[config.mk]
export PLATFORM = sky130hd
export DESIGN_NAME = uart_tx_buffer
export DESIGN_NICKNAME = d
export VERILOG_FILES = /design/src/rtl/uart_tx_buffer.sv
export SDC_FILE = /design/constraint.sdc
export NUM_CORES = 1
export LEC_CHECK = 0
export CAP_MARGIN = 20
export CORE_ASPECT_RATIO = 1.2
export CORE_MARGIN = 2
export CORE_UTILIZATION = 59
export DETAILED_ROUTE_END_ITERATION = 8
export GPL_ROUTABILITY_DRIVEN = 1
export PLACE_DENSITY = 0.78
export SLEW_MARGIN = 10
export SYNTH_ARGS = -nofsm -noshare
export SYNTH_HDL_FRONTEND = slang
export SYNTH_SLANG_ARGS = --single-unit
[constraint.sdc]
create_clock -name clk_i -period 4.1 [get_ports clk_i]
set_input_delay 0.82 -clock clk_i [delete_from_list [all_inputs] [get_ports clk_i]]
set_output_delay 0.82 -clock clk_i [all_outputs]
set_load 0.05 [all_outputs]
[src/rtl/uart_tx_buffer.sv]
// uart_tx_buffer: byte FIFO between the command interpreter's response
// stream and the UART transmitter. Buffered bytes are launched one at a
// time with a single-cycle transmit strobe, only while the UART is idle.
//
// Handshake semantics:
//   wr_valid_i is a fire-and-forget strobe with no ready. The byte is
//   accepted when full_o (pre-edge) is low and flush_i is low. Otherwise it
//   is dropped, and overflow_o is set only when the drop was caused by full_o.
//   transmit_o is a one-cycle command to the UART with no ready. The UART
//   acknowledges by raising tx_busy_i. If tx_busy_i stays low for
//   START_TIMEOUT cycles, the byte is treated as sent.
module uart_tx_buffer #(
    parameter int DEPTH         = 16,
    parameter int START_TIMEOUT = 4
) (
    input  logic                     clk_i,
    input  logic                     rst_n_i,
    input  logic                     wr_valid_i,
    input  logic [7:0]               wr_data_i,
    input  logic                     flush_i,
    input  logic                     tx_busy_i,
    output logic                     transmit_o,
    output logic [7:0]               tx_byte_o,
    output logic                     empty_o,
    output logic                     full_o,
    output logic [$clog2(DEPTH):0]   count_o,
    output logic                     overflow_o
);

    localparam int AW = $clog2(DEPTH);
    localparam int TW = $clog2(START_TIMEOUT + 1);

    typedef enum logic [1:0] {
        ST_IDLE        = 2'd0,
        ST_LAUNCH_WAIT = 2'd1,
        ST_BUSY        = 2'd2
    } state_t;

    logic [7:0]    mem [DEPTH];
    logic [AW-1:0] wr_ptr_q;
    logic [AW-1:0] rd_ptr_q;
    logic [AW:0]   count_q;
    logic          overflow_q;
    logic          transmit_q;
    logic [7:0]    tx_byte_q;
    logic [TW-1:0] wait_cnt_q;
    state_t        state_q;
    state_t        state_d;
    logic          launch;
    logic          push;
    logic          pop;

    assign empty_o    = (count_q == '0);
    assign full_o     = (count_q == (AW+1)'(DEPTH));
    assign count_o    = count_q;
    assign overflow_o = overflow_q;
    assign transmit_o = transmit_q;
    assign tx_byte_o  = tx_byte_q;

    // A same-cycle pop never frees room for a push: full_o is the pre-edge value.
    assign push = wr_valid_i && !full_o && !flush_i;
    assign pop  = launch;

    // Launch controller: next state and the launch (pop) decision.
    always_comb begin
        state_d = state_q;
        launch  = 1'b0;
        case (state_q)
            ST_IDLE: begin
                if (!empty_o && !tx_busy_i && !flush_i) begin
                    launch  = 1'b1;
                    state_d = ST_LAUNCH_WAIT;
                end
            end
            ST_LAUNCH_WAIT: begin
                if (tx_busy_i) begin
                    state_d = ST_BUSY;
                end else if (wait_cnt_q == TW'(START_TIMEOUT - 1)) begin
                    state_d = ST_IDLE;
                end
            end
            ST_BUSY: begin
                if (!tx_busy_i) begin
                    state_d = ST_IDLE;
                end
            end
            default: state_d = ST_IDLE;
        endcase
    end

    // State register; flush does not touch it so a launched byte completes.
    always_ff @(posedge clk_i) begin
        if (!rst_n_i) begin
            state_q <= ST_IDLE;
        end else begin
            state_q <= state_d;
        end
    end

    // Counts cycles spent waiting for the UART to acknowledge a launch.
    always_ff @(posedge clk_i) begin
        if (!rst_n_i || state_q != ST_LAUNCH_WAIT) begin
            wait_cnt_q <= '0;
        end else begin
            wait_cnt_q <= wait_cnt_q + TW'(1);
        end
    end

    // FIFO pointers, occupancy and sticky overflow; flush overrides push and pop.
    always_ff @(posedge clk_i) begin
        if (!rst_n_i || flush_i) begin
            wr_ptr_q   <= '0;
            rd_ptr_q   <= '0;
            count_q    <= '0;
            overflow_q <= 1'b0;
        end else begin
            if (push) begin
                wr_ptr_q <= wr_ptr_q + AW'(1);
            end
            if (pop) begin
                rd_ptr_q <= rd_ptr_q + AW'(1);
            end
            if (push && !pop) begin
                count_q <= count_q + (AW+1)'(1);
            end else if (pop && !push) begin
                count_q <= count_q - (AW+1)'(1);
            end
            if (wr_valid_i && full_o) begin
                overflow_q <= 1'b1;
            end
        end
    end

    // Storage array; contents need no reset because count gates every read.
    always_ff @(posedge clk_i) begin
        if (push) begin
            mem[wr_ptr_q] <= wr_data_i;
        end
    end

    // Launch outputs: one-cycle strobe, byte held until the next launch.
    always_ff @(posedge clk_i) begin
        if (!rst_n_i) begin
            transmit_q <= 1'b0;
            tx_byte_q  <= 8'h00;
        end else begin
            transmit_q <= launch;
            if (launch) begin
                tx_byte_q <= mem[rd_ptr_q];
            end
        end
    end

endmodule

# Yosys cells after proc, flatten, opt, wreduce, memory -nomap -nowiden
# Memory sizes are Yosys's and may differ from the RTL's. A register that Yosys moved wholly into a read port is not among the register bits.
# Index checks and enable logic that the tools add are counted.
dict set report totals {
  word_cells 53
  mem_bits_rw 128
  ff_bits 20
  mem_count 1
}
dict set report op_classes {
  n_mux 11
  reduce_logical 21
  n_eq_ne 8
  addsub 5
}
# name depth width rd rd_ports_with_merged_regs write_ports line_no
set mem_list {}
lappend mem_list {mem 16 8 1 1 1 39} ;# logic [7:0] mem [DEPTH];
# cell count
set ops {}
lappend ops {{$mux 5} 2}
lappend ops {{$add 4x1->4 const B} 2}
lappend ops {{$logic_not 1->1} 8}
lappend ops {{$mux 2} 4}
lappend ops {{$logic_and 1x1->1} 7}
lappend ops {{$pmux 2 s3} 1}
lappend ops {{$add 5x1->5 const B} 1}
lappend ops {{$eq 5x5->1 const B} 1}
lappend ops {{$logic_not 5->1} 1}
lappend ops {{$sub 5x1->5 const B} 1}
lappend ops {{$mux 1} 4}
lappend ops {{$ne 2x2->1 const B} 2}
lappend ops {{$add 3x1->3 const B} 1}
lappend ops {{$eq 3x2->1 const B} 1}
lappend ops {{$ne 3x3->1 const B} 1}
lappend ops {{$reduce_and 3->1} 1}
lappend ops {{$eq 2x1->1 const B} 1}
lappend ops {{$eq 2x2->1 const B} 1}
lappend ops {{$logic_not 2->1} 1}
lappend ops {{$logic_or 1x1->1} 2}
lappend ops {{$ne 2x1->1 const B} 1}
lappend ops {{$reduce_bool 2->1} 1}

# Depth between registers and ports, before layout
# Gate-level depths: netlist of run 1.
dict set report logic_depth {
  word_depth 9
  mapped_depth 12
}

# Worst setup path after synthesis of run 1
# No wires, ideal clock.
dict set report synth_path {
  path_kind {reg2reg}
  from {reg count_q[0], in the netlist count_o[0]}
  to {reg count_q[4], in the netlist count_o[4]}
  n_path_buf 1
  path_slack_ns 1.022
  t_arrival_ns 2.958
  stages_incl_launch_ff 13
  cell_sequence {dfxtp_1 > or4_1 > o21a_1 > buf_2 > inv_1 > ha_1 > inv_1 > ha_1 > nor2b_1 > o21a_1 > or3_1 > a21o_1 > mux2i_1}
}
dict set report synth_between {
  elab_chain_cells 9
  word_cells_on_any_way 19
}
# item line_no
set synth_rtl {}
lappend synth_rtl {{from (decl)} 42} ;# logic [AW:0] count_q;
lappend synth_rtl {{from (signal assigned)} 124} ;# count_q <= count_q + (AW+1)'(1);
lappend synth_rtl {{from (signal assigned)} 126} ;# count_q <= count_q - (AW+1)'(1);
lappend synth_rtl {{$logic_not 5->1} 53} ;# assign empty_o = (count_q == '0);
lappend synth_rtl {{$logic_not 1->1} 70} ;# if (!empty_o && !tx_busy_i && !flush_i) begin
lappend synth_rtl {{$logic_and 1x1->1 (2 in series)} 70}
lappend synth_rtl {{$mux 1} 70}
lappend synth_rtl {{$mux 1} 68} ;# case (state_q)
lappend synth_rtl {{$logic_not 1->1} 123} ;# if (push && !pop) begin
lappend synth_rtl {{$logic_and 1x1->1} 123}
lappend synth_rtl {{$mux 5 or $reduce_bool 2->1 (tied branches)} --}
# Parallel ways exist; a longest one is shown, timed or not. The select of a mux whose other input is x is not followed.
# A chain may end at the register's enable or synchronous reset.

# Final worst setup path of run 1
dict set report layout_path {
  from {reg count_q[0], in the netlist count_o[0]}
  to {out full_o}
}
dict set report layout_between {
  elab_chain_cells 1
}
# item line_no
set layout_rtl {}
lappend layout_rtl {{$eq 5x5->1} 54} ;# assign full_o = (count_q == (AW+1)'(DEPTH));
lappend layout_rtl {{to (decl)} 25} ;# output logic full_o,
# No other way between the ends.

==> reports/metrics.csv, run 1 <==
stage,metric,value,unit
timing,worst slew margin relative to its limit,0.366,
critical_path,critical path cell sequence,"nor4_1, and2_1, clkdlybuf4s50_1",
routing,detailed router's first-iteration violation count,264,
power_and_ir_drop,total power,3450,uW
routing,met2 WL,6500,um
routing,post-detailed-route wirelength per cell,21.1,um
timing,Worst Tran Pin Value,0.950,ns
critical_path,type of the setup path with the least slack,reg -> out,
timing,unrepaired setup endpoints after global routing,false,
synthesis,cell area after synthesis,6260,um2
timing,"Slew Viols, Final",0,
run,Max Cap Viol,0,
synthesis,most used standard cell by instance count after synthesis,sky130_fd_sc_hd__edfxtp_1,
synthesis,net count after synthesis,425,
synthesis,post-synthesis cell type with the largest combined area,sky130_fd_sc_hd__edfxtp_1,
die,I/O pin count,30,
timing,Period minus WS final,3.12,ns
clock_network,Post-CTS Hold Fix Bufs,0,
die,floorplan die height,117,um
routing,metal3 WL,720,um
routing,met1 routed wirelength after detailed routing,4710,um
worst_hold_path,Hold Path Depth,1,
critical_path,Buffers & Inverters on Critical Path,1,
clock_network,CTS H-tree depth,4,
die,Rows,41,
critical_path,worst flop-to-flop path endpoint,count_o[4],
routing,total DRC errors in the routed layout,0,
synthesis,"FF+latch count, synth",156,
clock_network,TritonCTS clock tree,built,
critical_path,capture point of the critical path,full_o,
critical_path,Top Family by Delay on Critical Path,buffers and inverters,
critical_path,Critical Path Source,count_o[0],
die,width of the die,98.0,um
global_routing,via count of the first global-routing pass,3486,
clock_network,worst-case clock buffer depth,2,
timing,maximum clock frequency,321,MHz
finish,nets@finish,461,
power_and_ir_drop,total power per unit cell area,476,nW/um2
synthesis,commonest cells in the synthesized netlist,"sky130_fd_sc_hd__edfxtp_1, sky130_fd_sc_hd__mux2i_1, sky130_fd_sc_hd__nor2_1",
timing,number of failing hold endpoints at the final stage,0,
clock_network,Clock Latency Late Sink,0.41,ns
critical_path,slowest cell delay on critical path,0.81,ns
routing,first drt pass iteration count,5,
placed_design,final weighted congestion in routability-driven placement,0.794,
critical_path,reg2reg path depth,11,
clock_network,buffers inserted by post-CTS timing repair,0,
critical_path,"reg-to-reg slack, setup",1.18,ns
synthesis,number of enable-type register cells in the synthesized netlist,128,
finish,number of antenna diodes,0,
global_routing,antenna violations before repair,0,
global_routing,overall track demand over capacity in global routing,0.227,
synthesis,top cells by area in the synthesized netlist,"sky130_fd_sc_hd__edfxtp_1, sky130_fd_sc_hd__dfxtp_1, sky130_fd_sc_hd__mux2i_1",
routing,Total Routed Length,12200,um
die,Initial Utilization,0.601,
global_routing,maximum number of pins on one net before global-route repair,33,
timing,setup clock skew after layout,0.00408,ns
clock_network,library cell used as clock root buffer,sky130_fd_sc_hd__clkbuf_16,
routing,total vias in the final route,3474,
synthesis,sequential-to-total area share from yosys stat,0.704,
placed_design,count of buffers inserted at the top-level ports,29,
synthesis,Yosys Warn Count,0,
critical_path,kind of start point of the critical path,flop,
synthesis,async set-reset flop share out of synthesis,0,
timing,count of final setup violators,0,
status,status,"complete, no violations",
finish,synthesis-to-finish area growth,15.8,%
global_routing,total grt overflow,0,
global_routing,first-pass GRT wire length,19000,um
synthesis,number of different library cells in the post-synthesis netlist,39,
critical_path,sort of element at the end of the critical path,output pin,
power_and_ir_drop,largest voltage drop on the vdd net,0.333,mV
synthesis,dominant register cell in the synthesized netlist,sky130_fd_sc_hd__edfxtp_1,
clock_network,count of clock tree sinks,156,
clock_network,clk slew on worst S/H paths,0.06,ns
clock_network,TritonCTS Buffers,17,
critical_path,Worst EP arrival,2.30,ns
critical_path,Levels on crit path,3,
critical_path,largest driver fanout on the critical path,6,
clock_network,post-cts gate resize count,0,
timing,total negative slack for setup checks,0,ns
critical_path,endpoint required time on the critical path,3.28,ns
timing,crit share post-route,0.760,
synthesis,portion of synthesized cell area occupied by the leading cell type,0.614,
routing,Avg Vias per Cell,6.02,
critical_path,Crit Reg-Reg Startpoint,count_o[0],
routing,highest routed metal layer,met4,
power_and_ir_drop,static power due to leakage,0.00232,uW
routing,antenna-violating nets left,0,
die,die area,11400,um2
placed_design,detailed placement HPWL,7840,um
critical_path,cell with the biggest individual delay on the critical path,sky130_fd_sc_hd__clkdlybuf4s50_1,
finish,layout cells sized above 1,0.109,
finish,Layout fillers,680,
synthesis,synthesized area per cell,15.7,um2
die,placeable core region,10400,um2
synthesis,number of standard cells after synthesis,399,
worst_hold_path,class of the worst hold path,reg -> reg,
[worst min-delay path by stage]
stage / from / to
final: wait_cnt_q[0] / wait_cnt_q[0]
after global routing: wait_cnt_q[0] / wait_cnt_q[0]
after CTS: wait_cnt_q[0] / wait_cnt_q[0]
after detailed placement: wait_cnt_q[0] / wait_cnt_q[0]
after global placement: wait_cnt_q[0] / wait_cnt_q[0]
after floorplan: wait_cnt_q[0] / wait_cnt_q[0]
[area by class of cell]
cell class | count | area, um2 | area share
Timing Repair Buffer | 36 | 355 | 0.0491
Tap cell | 129 | 161 | 0.0223
Inverter | 9 | 33.8 | 0.00466
Multi-Input combinational cell | 215 | 1710 | 0.236
Sequential cell | 156 | 4410 | 0.608
Clock inverter | 14 | 146 | 0.0202
Clock buffer | 18 | 429 | 0.0592
[flip-flops by register name, indices dropped and copies added (netlist names)]
register    cells
wait_cnt_q      3
tx_byte_o       8
count_o         5
mem           128
rd_ptr_q        4
state_q         2
wr_ptr_q        4
overflow_o      1
transmit_o      1
[routing by layer]
layer | up-vias | GRT usage
met3 | 20 | 0.0618
met1 | 1738 | 0.267
met2 | 117 | 0.405
met5 | - | 0
li1 | 1599 | -
met4 | 0 | 0.0843
[cells in the final DEF, fill, tap and decap left out, types with 6 or more instances in the layout]
cell type,netlist,final
sky130_fd_sc_hd__a21oi_1,13,13
sky130_fd_sc_hd__buf_4,0,6
sky130_fd_sc_hd__clkbuf_16,0,17
sky130_fd_sc_hd__clkdlybuf4s50_1,0,29
sky130_fd_sc_hd__dfxtp_1,28,27
sky130_fd_sc_hd__edfxtp_1,128,128
sky130_fd_sc_hd__ha_1,12,12
sky130_fd_sc_hd__inv_1,9,9
sky130_fd_sc_hd__mux2i_1,47,47
sky130_fd_sc_hd__mux4_2,6,6
sky130_fd_sc_hd__nand2_1,15,15
sky130_fd_sc_hd__nor2_1,31,31
sky130_fd_sc_hd__nor3_1,6,6
sky130_fd_sc_hd__o21ai_0,8,8
sky130_fd_sc_hd__o22ai_1,22,22
sky130_fd_sc_hd__xor2_1,7,7
[power breakdown]
| group | internal, uW | switching (uW) | total [uW] |
|---|---|---|---|
| clock network | 895 | 604 | 1500 |
| registers | 1730 | 14.0 | 1750 |
| logic | 73.6 | 129 | 203 |
| total | 2700 | 748 | 3450 |
[worst register-to-register path, stage by stage, from the launching register on]
cell	delay, ns
sky130_fd_sc_hd__dfxtp_1	0.36
sky130_fd_sc_hd__or4_1	0.59
sky130_fd_sc_hd__o21a_1	0.21
sky130_fd_sc_hd__inv_1	0.05
sky130_fd_sc_hd__ha_1	0.23
sky130_fd_sc_hd__inv_1	0.12
sky130_fd_sc_hd__ha_1	0.31
sky130_fd_sc_hd__nor2b_1	0.14
sky130_fd_sc_hd__o21a_1	0.17
sky130_fd_sc_hd__or3_1	0.32
sky130_fd_sc_hd__a21o_1	0.20
sky130_fd_sc_hd__mux2i_1	0.11
[per-stage QoR]
| step | hold WS, ns | setup slack [ns] | util | area, um2 | std cells |
|---|---|---|---|---|---|
| after floorplan | 0.398 | 1.02 | - | 6260 | 399 |
| after global placement | 0.407 | 0.728 | 0.640 | 6670 | 545 |
| after detailed placement | 0.421 | 0.610 | 0.640 | 6670 | 545 |
| after CTS | 0.428 | 0.969 | 0.696 | 7240 | 577 |
| after global routing | 0.442 | 0.764 | 0.696 | 7240 | 577 |
| final | 0.428 | 0.983 | 0.696 | 7240 | 577 |
[cell families (layout without fill, tap and decap cells)]
group	Yosys count	after routing	share of synthesized area
AOI/OAI and AO/OA	57	57	0.0600
and+or+nand+nor	78	78	0.0590
adders and majority gates	13	13	0.0272
xor gates and xnor gates	10	10	0.0140
buffers and inverters	28	77	0.0224
muxes	57	57	0.114
DFF	156	156	0.704
(Power assumes the default switching activity.)
==> run 2, diff against run 1 <==
==> constraint.sdc (replaced) <==
create_clock -name clk_i -period 3.15 [get_ports clk_i]
set_input_delay 0.63 -clock clk_i [delete_from_list [all_inputs] [get_ports clk_i]]
set_output_delay 0.63 -clock clk_i [all_outputs]
set_load 0.05 [all_outputs]
==> run 2 against run 1 <==
Net effect:
- register-to-register slack got worse by 0.88 ns
- combinational power rose by 33%
- sequential power up 30%
- power grew 33%
- critical path depth unchanged
- hold slack lost 0.0019 ns
- non-clock buffer count grew 17
- worst setup slack worse by 0.79 ns
- sequential cell count unchanged
- critical path type unchanged
==> reports/metrics.csv, run 2 (same netlist as run 1, synthesis figures left out) <==
stage,metric,value,unit,change
finish,multi-input gate area in the final layout,1710,um2,unchanged
finish,number of flip-flops in the largest register,128,,unchanged
timing,maximum clock frequency,338,MHz,
die,width of the die,98.0,um,unchanged
global_routing,overall track demand over capacity in global routing,0.234,,+0.00719
worst_hold_path,class of the worst hold path,reg -> reg,,
run,Max Cap Viol,0,,unchanged
critical_path,Buffers & Inverters on Critical Path,1,,unchanged
status,status,"complete, no violations",,
clock_network,TritonCTS clock tree,built,,
routing,met2 WL,6360,um,-2.3%
timing,setup clock skew after layout,0.00820,ns,+0.00412 ns
global_routing,total grt overflow,0,,unchanged
placed_design,detailed placement HPWL,8250,um,+5.2%
finish,nets@finish,478,,+3.7%
critical_path,reg2reg path depth,11,,unchanged
clock_network,buffers inserted by post-CTS timing repair,0,,unchanged
critical_path,Top Family by Delay on Critical Path,buffers and inverters,,
power_and_ir_drop,static power due to leakage,0.00243,uW,+4.9%
finish,area taken by flip-flops and latches,4410,um2,unchanged
finish,number of antenna diodes,0,,unchanged
global_routing,via count of the first global-routing pass,3500,,+0.40%
routing,post-detailed-route wirelength per cell,21.1,um,about the same
routing,highest routed metal layer,met4,,
clock_network,TritonCTS Buffers,17,,unchanged
clock_network,worst-case clock buffer depth,2,,unchanged
critical_path,Critical Path Source,count_o[0],,
clock_network,clk slew on worst S/H paths,0.06,ns,about the same
routing,metal3 WL,848,um,+18%
critical_path,slowest cell delay on critical path,0.81,ns,about the same
die,floorplan die height,117,um,unchanged
critical_path,critical path cell sequence,"nor4_1, and2_1, clkdlybuf4s50_1",,
critical_path,"reg-to-reg slack, setup",0.30,ns,-0.88 ns
timing,worst slew margin relative to its limit,0.376,,+0.0106
critical_path,capture point of the critical path,full_o,,
critical_path,endpoint required time on the critical path,2.52,ns,-0.76 ns
routing,first drt pass iteration count,4,,-1
critical_path,Worst EP arrival,2.33,ns,+0.03 ns
routing,detailed router's first-iteration violation count,326,,+23%
routing,met1 routed wirelength after detailed routing,4750,um,+0.87%
critical_path,kind of start point of the critical path,flop,,
finish,"commonest non-fill, non-tap cell in the layout",sky130_fd_sc_hd__edfxtp_1,,
clock_network,Post-CTS Hold Fix Bufs,0,,unchanged
timing,"Slew Viols, Final",0,,unchanged
critical_path,cell with the biggest individual delay on the critical path,sky130_fd_sc_hd__clkdlybuf4s50_1,,
global_routing,maximum number of pins on one net before global-route repair,35,,+6.1%
routing,antenna-violating nets left,0,,unchanged
routing,Total Routed Length,12500,um,+2.9%
clock_network,post-cts gate resize count,0,,unchanged
die,Rows,41,,unchanged
die,Initial Utilization,0.601,,unchanged
routing,total vias in the final route,3531,,+1.6%
critical_path,largest driver fanout on the critical path,6,,unchanged
placed_design,final weighted congestion in routability-driven placement,0.876,,+10%
power_and_ir_drop,total power per unit cell area,621,nW/um2,+31%
finish,Layout Utilization,0.711,,+0.0151
critical_path,sort of element at the end of the critical path,output pin,,
timing,Period minus WS final,2.96,ns,
clock_network,CTS H-tree depth,4,,unchanged
finish,layout cells sized above 1,0.144,,+0.0347
critical_path,Levels on crit path,3,,unchanged
clock_network,library cell used as clock root buffer,sky130_fd_sc_hd__clkbuf_16,,
routing,total DRC errors in the routed layout,0,,unchanged
timing,count of final setup violators,0,,unchanged
finish,synthesis-to-finish area growth,18.3,%,
global_routing,first-pass GRT wire length,19300,um,+1.7%
die,die area,11400,um2,unchanged
timing,unrepaired setup endpoints after global routing,false,,
finish,most frequent cells in the layout,"sky130_fd_sc_hd__edfxtp_1, sky130_fd_sc_hd__mux2i_1, sky130_fd_sc_hd__nor2_1",,
die,I/O pin count,30,,unchanged
timing,Worst Tran Pin Value,0.933,ns,-0.0166 ns
placed_design,count of buffers inserted at the top-level ports,29,,unchanged
routing,Avg Vias per Cell,5.94,,-1.3%
critical_path,worst flop-to-flop path endpoint,count_o[4],,
timing,total negative slack for setup checks,0,ns,unchanged
clock_network,Clock Latency Late Sink,0.42,ns,about the same
finish,top register by number of flip-flops,mem,,
die,placeable core region,10400,um2,unchanged
clock_network,count of clock tree sinks,156,,unchanged
power_and_ir_drop,largest voltage drop on the vdd net,0.549,mV,+65%
timing,number of failing hold endpoints at the final stage,0,,unchanged
critical_path,Crit Reg-Reg Startpoint,count_o[0],,
finish,Layout fillers,648,,-4.7%
global_routing,antenna violations before repair,0,,unchanged
timing,crit share post-route,0.940,,
critical_path,type of the setup path with the least slack,reg -> out,,
[run 2: cell count changes in the layout (fill, tap and decap cells not counted), moves of 2 or more]
cell / delta
sky130_fd_sc_hd__clkinvlp_4: -2
sky130_fd_sc_hd__clkinv_1: -2
sky130_fd_sc_hd__clkinv_4: -2
sky130_fd_sc_hd__buf_4: +17
sky130_fd_sc_hd__inv_6: +2
[run 2: cell type report]
class / instances / area share
Inverter: 9 / 0.00456
Clock inverter: 12 / 0.0215
Clock buffer: 20 / 0.0603
Sequential cell: 156 / 0.595
Multi-Input combinational cell: 215 / 0.231
Timing Repair Buffer: 53 / 0.0652
Tap cell: 129 / 0.0218
[run 2: metal layers]
layer,vias up,track usage
met5,-,0
met4,0,0.136
met3,30,0.0624
met2,119,0.384
met1,1741,0.286
li1,1641,-
[run 2: worst min-delay path by stage]
stage	cells past startpoint	end	from	slack, ns
after floorplan	1	wait_cnt_q[0]	wait_cnt_q[0]	0.40
after global placement	1	wait_cnt_q[0]	wait_cnt_q[0]	0.41
after detailed placement	1	wait_cnt_q[0]	wait_cnt_q[0]	0.42
after CTS	1	wait_cnt_q[0]	wait_cnt_q[0]	0.43
after global routing	1	wait_cnt_q[0]	wait_cnt_q[0]	0.44
final	1	wait_cnt_q[0]	wait_cnt_q[0]	0.43
[run 2: stage by stage]
step	total power [uW]	worst slack (ns)	cells	hold slack, ns	area, um2
global placement	2570	0.0750	562	0.406	6800
CTS	4620	0.194	594	0.431	7400
global route	4730	0.00342	594	0.439	7400
floorplan	2470	0.0716	399	0.398	6260
detailed placement	2580	-0.0000961	562	0.424	6800
finish	4600	0.188	594	0.426	7400
[run 2: where the power goes]
part | internal (uW) | switching, uW | leakage, uW
sequential | 2250 | 15.7 | 0.00138
combinational | 99.1 | 172 | 0.000761
clock | 1270 | 785 | 0.000292
==> run 3, diff against run 2 <==
--- a/config.mk
+++ b/config.mk
@@ -7,11 +7,12 @@
 export LEC_CHECK = 0
 export CAP_MARGIN = 20
 export CORE_ASPECT_RATIO = 1.2
-export CORE_MARGIN = 2
+export CORE_MARGIN = 8
 export CORE_UTILIZATION = 59
 export DETAILED_ROUTE_END_ITERATION = 8
 export GPL_ROUTABILITY_DRIVEN = 1
 export PLACE_DENSITY = 0.78
+export SETUP_SLACK_MARGIN = 0.2
 export SLEW_MARGIN = 10
 export SYNTH_ARGS = -nofsm -noshare
 export SYNTH_HDL_FRONTEND = slang
==> run 3 against run 2 <==
Net effect:
- fmax increased by 3.3%
- cell area increased by 0.35%
- sequential share of layout area is 0.13 points lower
- die area rose by 24%
- non-clock buffer count up 1
- critical path depth stayed put
- via count barely moved
- clock-buffer cell count decreased by 1
- sequential power is essentially flat
- largest cell class unchanged
- largest power group unchanged
- highest routed layer unchanged
==> reports/metrics.csv, run 3 (same netlist as run 1, synthesis figures left out) <==
stage,metric,value,unit,change
placed_design,Inst Count DP,563,,+0.18%
finish,nets@finish,479,,+0.21%
timing,number of failing hold endpoints at the final stage,0,,unchanged
die,Initial Utilization,0.601,,unchanged
routing,post-detailed-route wirelength per cell,21.0,um,-0.81%
worst_hold_path,class of the worst hold path,reg -> reg,,
critical_path,sort of element at the end of the critical path,output pin,,
die,die area,14200,um2,+24%
power_and_ir_drop,total power per unit cell area,627,nW/um2,+0.98%
clock_network,TritonCTS clock tree,built,,
routing,first drt pass iteration count,4,,unchanged
worst_hold_path,Hold Path Depth,1,,unchanged
critical_path,endpoint required time on the critical path,2.52,ns,about the same
critical_path,kind of start point of the critical path,flop,,
timing,crit share post-route,0.910,,-0.0300
status,status,"complete, no violations",,
clock_network,TritonCTS Buffers,17,,unchanged
die,I/O pin count,30,,unchanged
timing,Worst Tran Pin Value,0.770,ns,-0.164 ns
global_routing,via count of the first global-routing pass,3657,,+4.5%
finish,layout cells sized above 1,0.155,,+0.0104
routing,antenna-violating nets left,0,,unchanged
clock_network,Post-CTS Hold Fix Bufs,0,,unchanged
timing,setup clock skew after layout,0.00857,ns,+0.000372 ns
finish,non-filler instance count after layout,595,,+0.17%
timing,count of final setup violators,0,,unchanged
routing,total DRC errors in the routed layout,0,,unchanged
routing,Total Routed Length,12500,um,-0.65%
clock_network,library cell used as clock root buffer,sky130_fd_sc_hd__clkbuf_16,,
routing,detailed router's first-iteration violation count,275,,-16%
critical_path,largest driver fanout on the critical path,6,,unchanged
routing,total vias in the final route,3534,,+0.085%
critical_path,Worst EP arrival,2.24,ns,-0.09 ns
clock_network,worst-case clock buffer depth,2,,unchanged
critical_path,type of the setup path with the least slack,reg -> out,,
finish,Layout Utilization,0.713,,+0.00252
global_routing,maximum number of pins on one net before global-route repair,23,,-34%
critical_path,critical path cell sequence,"or4_4, nor2_1, clkdlybuf4s50_1",,
finish,number of flip-flops in the largest register,128,,unchanged
global_routing,total grt overflow,0,,unchanged
die,width of the die,110,um,+12%
placed_design,final weighted congestion in routability-driven placement,0.803,,-8.4%
routing,Avg Vias per Cell,5.94,,about the same
finish,top register by number of flip-flops,mem,,
finish,"commonest non-fill, non-tap cell in the layout",sky130_fd_sc_hd__edfxtp_1,,
placed_design,count of buffers inserted at the top-level ports,29,,unchanged
critical_path,slowest cell delay on critical path,0.81,ns,about the same
die,floorplan die height,129,um,+10%
timing,maximum clock frequency,349,MHz,+3.3%
finish,synthesis-to-finish area growth,18.7,%,
run,Max Cap Viol,0,,unchanged
finish,most frequent cells in the layout,"sky130_fd_sc_hd__edfxtp_1, sky130_fd_sc_hd__mux2i_1, sky130_fd_sc_hd__nor2_1",,
power_and_ir_drop,static power due to leakage,0.00245,uW,+0.71%
critical_path,reg2reg path depth,11,,unchanged
clock_network,clk slew on worst S/H paths,0.06,ns,about the same
clock_network,buffers inserted by post-CTS timing repair,0,,unchanged
power_and_ir_drop,largest voltage drop on the vdd net,0.546,mV,-0.45%
critical_path,cell with the biggest individual delay on the critical path,sky130_fd_sc_hd__clkdlybuf4s50_1,,
die,placeable core region,10400,um2,unchanged
global_routing,overall track demand over capacity in global routing,0.194,,-0.0400
timing,worst slew margin relative to its limit,0.486,,+0.110
timing,unrepaired setup endpoints after global routing,false,,
placed_design,detailed placement HPWL,8150,um,-1.2%
clock_network,Clock Latency Late Sink,0.41,ns,about the same
global_routing,first-pass GRT wire length,20000,um,+3.8%
clock_network,count of clock tree sinks,156,,unchanged
die,Rows,41,,unchanged
global_routing,antenna violations before repair,0,,unchanged
finish,number of antenna diodes,0,,unchanged
timing,"Slew Viols, Final",0,,unchanged
clock_network,CTS H-tree depth,4,,unchanged
timing,total negative slack for setup checks,0,ns,unchanged
timing,Period minus WS final,2.87,ns,-0.0944 ns
-- run 3: per-stage QoR --
step | cell area (um2) | hold slack [ns] | setup slack (ns) | power (uW)
finish | 7430 | 0.423 | 0.283 | 4660
global route | 7430 | 0.454 | 0.227 | 4810
CTS | 7420 | 0.431 | 0.219 | 4680
detailed placement | 6800 | 0.423 | 0.0419 | 2580
global placement | 6800 | 0.406 | 0.0868 | 2570
floorplan | 6260 | 0.398 | 0.204 | 2470
-- run 3: final timing paths --
path	start	to	slack [ns]
max	count_o[0]	empty_o	0.28
min	wait_cnt_q[0]	wait_cnt_q[0]	0.42
min reg2reg	wait_cnt_q[0]	wait_cnt_q[0]	0.42
max reg2reg	count_o[0]	count_o[4]	0.41
-- run 3: critical path: cells and delay by family (launching register included) --
family                 cells  cell delay, ns
buffers and inverters      1            0.81
flip-flops                 1            0.36
AND/OR/NAND/NOR            2            0.65
-- run 3: final cells by class --
class                      count  area (um2)
clock buffer                  19         433
clock inverter                13         189
fill                         666        2990
inverter                       9        33.8
multi-input combinational    215        1720
sequential                   156        4410
tap                          129         161
timing repair buffer          54         480
-- run 3: power by group --
group	switching [uW]	internal, uW
clock	788	1330
sequential	18.2	2250
combinational	167	102
total	974	3690
-- run 3: layer usage --
metal / vias up / track usage / part of all wire
li1: 1638 / - / -
met1: 1768 / 0.231 / 0.39
met2: 108 / 0.329 / 0.54
met3: 20 / 0.0480 / 0.053
met4: 0 / 0.0780 / 0.021
met5: - / 0 / 0
-- run 3: repair_timing --
| action | 4_1_cts | 5_1_grt |
|---|---|---|
| setup endpoints to repair | 0 | 3 |
| endpoints found under the hold margin | 0 | 0 |
| resized for setup | 0 | 3 |
